<file path="src/rtl/boot_loader_ctrl.sv">
// Boot sequencer: loads a length-prefixed byte stream into Inst_mem, then releases the CPU.
// Optional checksum byte after the payload when BOOT_CHKSUM_EN is defined.
module boot_loader_ctrl #(
    parameter int DEPTH       = 256,
    parameter int RELEASE_DLY = 2
) (
    input  logic        clk,
    input  logic        rst_n,
    input  logic        byte_valid,
    input  logic [7:0]  byte_data,
    output logic        byte_ready,
    input  logic        reload,
    input  logic [31:0] Inst_addr,
    output logic [31:0] mem_addr,
    output logic [31:0] mem_wdata,
    output logic        mem_wr_en,
    output logic        rst_n_cpu,
    output logic        busy,
    output logic        done,
    output logic        err,
    output logic [15:0] word_cnt
);

    localparam int DW = (RELEASE_DLY > 1) ? $clog2(RELEASE_DLY + 1) : 1;

    typedef enum logic [2:0] {
        S_HDR0  = 3'd0,
        S_HDR1  = 3'd1,
        S_DATA  = 3'd2,
        S_WRITE = 3'd3,
`ifdef BOOT_CHKSUM_EN
        S_CHK   = 3'd4,
`endif
        S_DELAY = 3'd5,
        S_RUN   = 3'd6,
        S_ERR   = 3'd7
    } state_t;

    state_t        state_q, state_d;
    logic [15:0]   len_q, len_d;
    logic [1:0]    lane_q, lane_d;
    logic [31:0]   word_q, word_d;
    logic [15:0]   word_cnt_q, word_cnt_d;
    logic [DW-1:0] dly_q, dly_d;
    logic          rst_n_cpu_q, rst_n_cpu_d;
    logic          done_q, done_d;
    logic          err_q, err_d;
    logic          busy_q, busy_d;
`ifdef BOOT_CHKSUM_EN
    logic [7:0]    sum_q, sum_d;
`endif

    logic          xfer;
    logic [15:0]   len_full;

    always_comb begin
        byte_ready = 1'b0;
        case (state_q)
            S_HDR0, S_HDR1, S_DATA: byte_ready = 1'b1;
`ifdef BOOT_CHKSUM_EN
            S_CHK:                  byte_ready = 1'b1;
`endif
            default:                byte_ready = 1'b0;
        endcase
        // reload wins over any byte offered in the same cycle
        if (reload) byte_ready = 1'b0;
    end

    assign xfer     = byte_valid && byte_ready;
    assign len_full = {byte_data, len_q[7:0]};

    always_comb begin
        state_d    = state_q;
        len_d      = len_q;
        lane_d     = lane_q;
        word_d     = word_q;
        word_cnt_d = word_cnt_q;
        dly_d      = dly_q;
`ifdef BOOT_CHKSUM_EN
        sum_d      = sum_q;
`endif
        if (reload) begin
            state_d    = S_HDR0;
            len_d      = '0;
            lane_d     = '0;
            word_d     = '0;
            word_cnt_d = '0;
            dly_d      = '0;
`ifdef BOOT_CHKSUM_EN
            sum_d      = '0;
`endif
        end else begin
            case (state_q)
                S_HDR0: begin
                    if (xfer) begin
                        len_d[7:0] = byte_data;
                        state_d    = S_HDR1;
                    end
                end
                S_HDR1: begin
                    if (xfer) begin
                        len_d[15:8] = byte_data;
                        if (len_full == 16'd0) begin
                            state_d = S_DELAY;
                            dly_d   = DW'(RELEASE_DLY);
                        end else if ({1'b0, len_full} > 17'(DEPTH)) begin
                            state_d = S_ERR;
                        end else begin
                            state_d = S_DATA;
                        end
                    end
                end
                S_DATA: begin
                    if (xfer) begin
                        case (lane_q)
                            2'd0:    word_d[7:0]   = byte_data;
                            2'd1:    word_d[15:8]  = byte_data;
                            2'd2:    word_d[23:16] = byte_data;
                            default: word_d[31:24] = byte_data;
                        endcase
                        lane_d = lane_q + 2'd1;
`ifdef BOOT_CHKSUM_EN
                        sum_d  = sum_q + byte_data;
`endif
                        if (lane_q == 2'd3) state_d = S_WRITE;
                    end
                end
                S_WRITE: begin
                    word_cnt_d = word_cnt_q + 16'd1;
                    if (({1'b0, word_cnt_q} + 17'd1) < {1'b0, len_q}) begin
                        state_d = S_DATA;
                    end else begin
`ifdef BOOT_CHKSUM_EN
                        state_d = S_CHK;
`else
                        state_d = S_DELAY;
                        dly_d   = DW'(RELEASE_DLY);
`endif
                    end
                end
`ifdef BOOT_CHKSUM_EN
                S_CHK: begin
                    if (xfer) begin
                        if (byte_data == sum_q) begin
                            state_d = S_DELAY;
                            dly_d   = DW'(RELEASE_DLY);
                        end else begin
                            state_d = S_ERR;
                        end
                    end
                end
`endif
                S_DELAY: begin
                    if (dly_q == '0) state_d = S_RUN;
                    else             dly_d   = dly_q - DW'(1);
                end
                default: state_d = state_q;
            endcase
        end
        // status outputs are registered from the next state
        rst_n_cpu_d = (state_d == S_RUN);
        done_d      = (state_d == S_RUN);
        err_d       = (state_d == S_ERR);
        busy_d      = (state_d != S_RUN);
    end

    always_ff @(posedge clk or negedge rst_n) begin
        if (!rst_n) begin
            state_q     <= S_HDR0;
            len_q       <= '0;
            lane_q      <= '0;
            word_q      <= '0;
            word_cnt_q  <= '0;
            dly_q       <= '0;
            rst_n_cpu_q <= 1'b0;
            done_q      <= 1'b0;
            err_q       <= 1'b0;
            busy_q      <= 1'b1;
`ifdef BOOT_CHKSUM_EN
            sum_q       <= '0;
`endif
        end else begin
            state_q     <= state_d;
            len_q       <= len_d;
            lane_q      <= lane_d;
            word_q      <= word_d;
            word_cnt_q  <= word_cnt_d;
            dly_q       <= dly_d;
            rst_n_cpu_q <= rst_n_cpu_d;
            done_q      <= done_d;
            err_q       <= err_d;
            busy_q      <= busy_d;
`ifdef BOOT_CHKSUM_EN
            sum_q       <= sum_d;
`endif
        end
    end

    assign mem_wr_en = (state_q == S_WRITE);
    assign mem_addr  = mem_wr_en ? {14'd0, word_cnt_q, 2'b00} : Inst_addr;
    assign mem_wdata = word_q;
    assign rst_n_cpu = rst_n_cpu_q;
    assign done      = done_q;
    assign err       = err_q;
    assign busy      = busy_q;
    assign word_cnt  = word_cnt_q;

endmodule

</file>
<file path="config.mk">
export PLATFORM = sky130hd
export DESIGN_NAME = boot_loader_ctrl
export DESIGN_NICKNAME = d
export VERILOG_FILES = /design/src/rtl/boot_loader_ctrl.sv
export SDC_FILE = /design/constraint.sdc
export NUM_CORES = 1
export LEC_CHECK = 0
export ABC_AREA = 1
export CORE_UTILIZATION = 38
export CTS_CLUSTER_SIZE = 16
export DETAILED_ROUTE_END_ITERATION = 8
export PLACE_DENSITY = 0.67
export SYNTH_ARGS = -nofsm -noshare
export SYNTH_HDL_FRONTEND = slang
export SYNTH_SLANG_ARGS = --single-unit
export TNS_END_PERCENT = 20
</file>
<file path="constraint.sdc">
create_clock -name clk -period 3.05 [get_ports clk]
set_input_delay 0.7625 -clock clk [delete_from_list [all_inputs] [get_ports clk]]
set_output_delay 0.7625 -clock clk [all_outputs]
set_load 0.1 [all_outputs]
</file>
==> reports/summary.txt <==
Die Ht: 107 µm
gr usage total: 20.6%
sequential area share after synthesis: 44.2%
Resize count post-CTS: 0
most frequent cells in the layout: nand2_1, inv_1, dfrtp_1
syn nets: 606
vias per cell: 4.77
clock sinks: 74
Initial Utilization: 39.9%
fmax: 373 MHz
antenna violations before repair: 0
CTS tree: yes
Port Buffers: 129
status: finished, final reports clean
post-route core utilization: 57.9%
post-DP HPWL: 8380 µm
cts bufs inserted: 9
switching share of power: 41.1%
Worst Hold Class: in -> async
DRC violations left: 0
postcts setup bufs: 0
#FFs+latches synth: 74
synthesized area: 4190 µm²
DRT iter0 DRCs: 176
Worst-Skew Late Latency: 0.35 ns
RSZ-0062 raised after global routing: no
Post-DP Area: 5870 µm²
number of detailed-route iterations in the first pass: 4
Cells after Synth: 541
n_diodes: 0
maximum buffer depth of the clock tree: 2
commonest non-fill, non-tap cell in the layout: nand2_1
Int Power: 1730 µW
Synth cell types: 33
first-pass GRT wire length: 18600 µm
VDD IR-drop max: 0.380 mV
critical-path maximum fanout: 4
Avg Synthesized Cell Area: 7.75 µm²
P_leak: 0.00306 µW
Syn-to-layout area delta: 45.1%
largest net degree at the start of global routing: 75
clock power share: 27.8%
max-slew violations: 0
WP data required: 3.30 ns
share of post-route cells with drive strength above 1: 22.4%
crit path launch type: flop
Final Cycle Share: 87.9%
DP Cell Count: 795
total number of vias: 3871
flop2flop setup slack: 0.37 ns
wire length per cell: 13.6 µm
non-filler cells, final: 811
fin crit period: 2.68 ns
die area: 11500 µm²
DIE WIDTH: 107 µm
number of setup violations in the final report: 0
crit path DAT: 2.93 ns
finished layout cell area: 6080 µm²
area of the core: 10500 µm²
Total Power: 2940 µW
clock skew: 0.00769 ns
Max Cap Viol: 0
nets@finish: 735
# fillers: 953
Sw Pwr: 1210 µW
GPL Wtd Cong: 0.867
Routed WL: 11000 µm
total gr overflow: 0
Synth Warn #: 0
setup TNS: 0 ns
# rows: 37
Pwr per Cell Area: 484 nW/µm²
cts hold-fix bufs: 0
CTS Root Buffer Type: clkbuf_8
antenna violation net count after detailed routing: 0
# IOs: 130
number of H-tree levels: 3
final hold violation count: 0
Crit. End Element: flop
sequential group share of total power: 37.0%
CTS clock-pin slew for the worst setup and hold paths: 0.09 ns
combinational share of power: 35.2%
max_slew headroom: 67.9%
Worst Path Class, Setup: reg -> reg
number of global-route vias before repair: 3876
Least-Margin Pin Slew: 0.481 ns
[cell usage after synthesis]
library cell  instances  area [µm²]
ha_1                 21         263
nand3b_1              1        7.51
clkbuf_1              4        15.0
o21ai_0              57         285
and3_1                1        6.26
a21oi_4               3        48.8
nor2_4                3        33.8
nor2_1               51         191
nor3_4                1        16.3
o21ai_1              16        80.1
inv_2                 8        30.0
buf_6                 3        33.8
buf_1                 1        3.75
nand2_8               1        20.0
nor3b_1               1        7.51
buf_4                 2        15.0
nand2_1             140         526
xor2_1               11        96.3
dfstp_2               1        26.3
a21oi_1              13        65.1
dfrtp_1              73        1830
buf_2                 6        30.0
nor3_1                3        15.0
a21o_1                1        7.51
nor2_2                4        25.0
nand3_1              17        85.1
a211oi_1              1        7.51
inv_4                 1        6.26
o22ai_1              10        62.6
nor3_2                2        20.0
inv_1                78         293
nand4_2               1        12.5
nand4_1               5        31.3
[flip-flops by register name (all words and copies together), names as in the netlist]
signal and count:
busy 1, dly_q 2, done 1, err 1, lane_q 2, len_q 16, mem_wdata 32, state_q 3
word_cnt 16
[cell type report]
class                   count  area (µm²)  area share [%]
flip-flops and latches     74        1850            30.5
multi-input cells         364        1990            32.7
repair buffers            134        1530            25.2
inverters                  87         329            5.41
well taps                 136         170            2.80
clock buffers               9         124            2.04
clock inverters             7        83.8            1.38
[cells by family (layout without fill, tap and decap cells)]
group,count (synthesis),after routing,synth area share (%)
simple gates,231,231,23.8
buf+inv,103,237,10.2
compound gates,101,101,13.3
flops,74,74,44.2
fa+ha+maj,21,21,6.27
xor+xnor,11,11,2.30
[final timing paths]
| path | endpoint | start | depth (start not counted) |
|---|---|---|---|
| worst max-delay path | dly_q[1]$_DFFE_PN0P_ | word_cnt[0]$_DFFE_PN0N_ | 14 |
| worst min-delay path | word_cnt[3]$_DFFE_PN0N_ | rst_n | 2 |
| worst max register to register | dly_q[1]$_DFFE_PN0P_ | word_cnt[0]$_DFFE_PN0N_ | 14 |
| worst min register to register | len_q[12]$_DFFE_PN0P_ | len_q[12]$_DFFE_PN0P_ | 2 |
| max in group asynchronous | busy$_DFF_PN1_ | rst_n | 2 |
| min in group clk | len_q[12]$_DFFE_PN0P_ | len_q[12]$_DFFE_PN0P_ | 2 |
[per-stage QoR]
| step | setup WS (ns) | hold slack, ns |
|---|---|---|
| after global placement | 0.379 | 0.467 |
| after floorplan | -0.224 | 0.453 |
| final | 0.368 | 0.412 |
| after global routing | 0.0155 | 0.467 |
| after CTS | 0.247 | 0.444 |
| after detailed placement | 0.261 | 0.475 |
[per-layer routing]
layer | vias to the layer above | share of wire, % | GRT usage (%)
met2 | 143 | 43 | 32.2
met5 | - | 0 | 0
met4 | 0 | 1.8 | 7.93
li1 | 1969 | - | -
met3 | 14 | 8.1 | 5.11
met1 | 1745 | 47 | 27.6
[critical path: stages, from the launching register on]
cell     delay, ns
dfrtp_1       0.41
inv_1         0.13
nor3_4        0.15
nand3_1       0.14
nor2_1        0.17
nand3_1       0.11
xor2_1        0.18
ha_1          0.30
and3_1        0.17
nor3b_1       0.25
nand2_1       0.11
nand3_1       0.14
nand2_1       0.09
o21ai_0       0.18
nor2_1        0.06
[power by group through the flow]
stage          Sequential [µW]  Clock, µW  Combinational [µW]
2_1_floorplan             1380          0                 437
3_3_place_gp              1110          0                1030
3_5_place_dp              1110          0                1040
4_1_cts                   1090        835                1040
5_1_grt                   1100        867                1100
6_report                  1090        817                1040
Power figures use the tool's default switching activity.
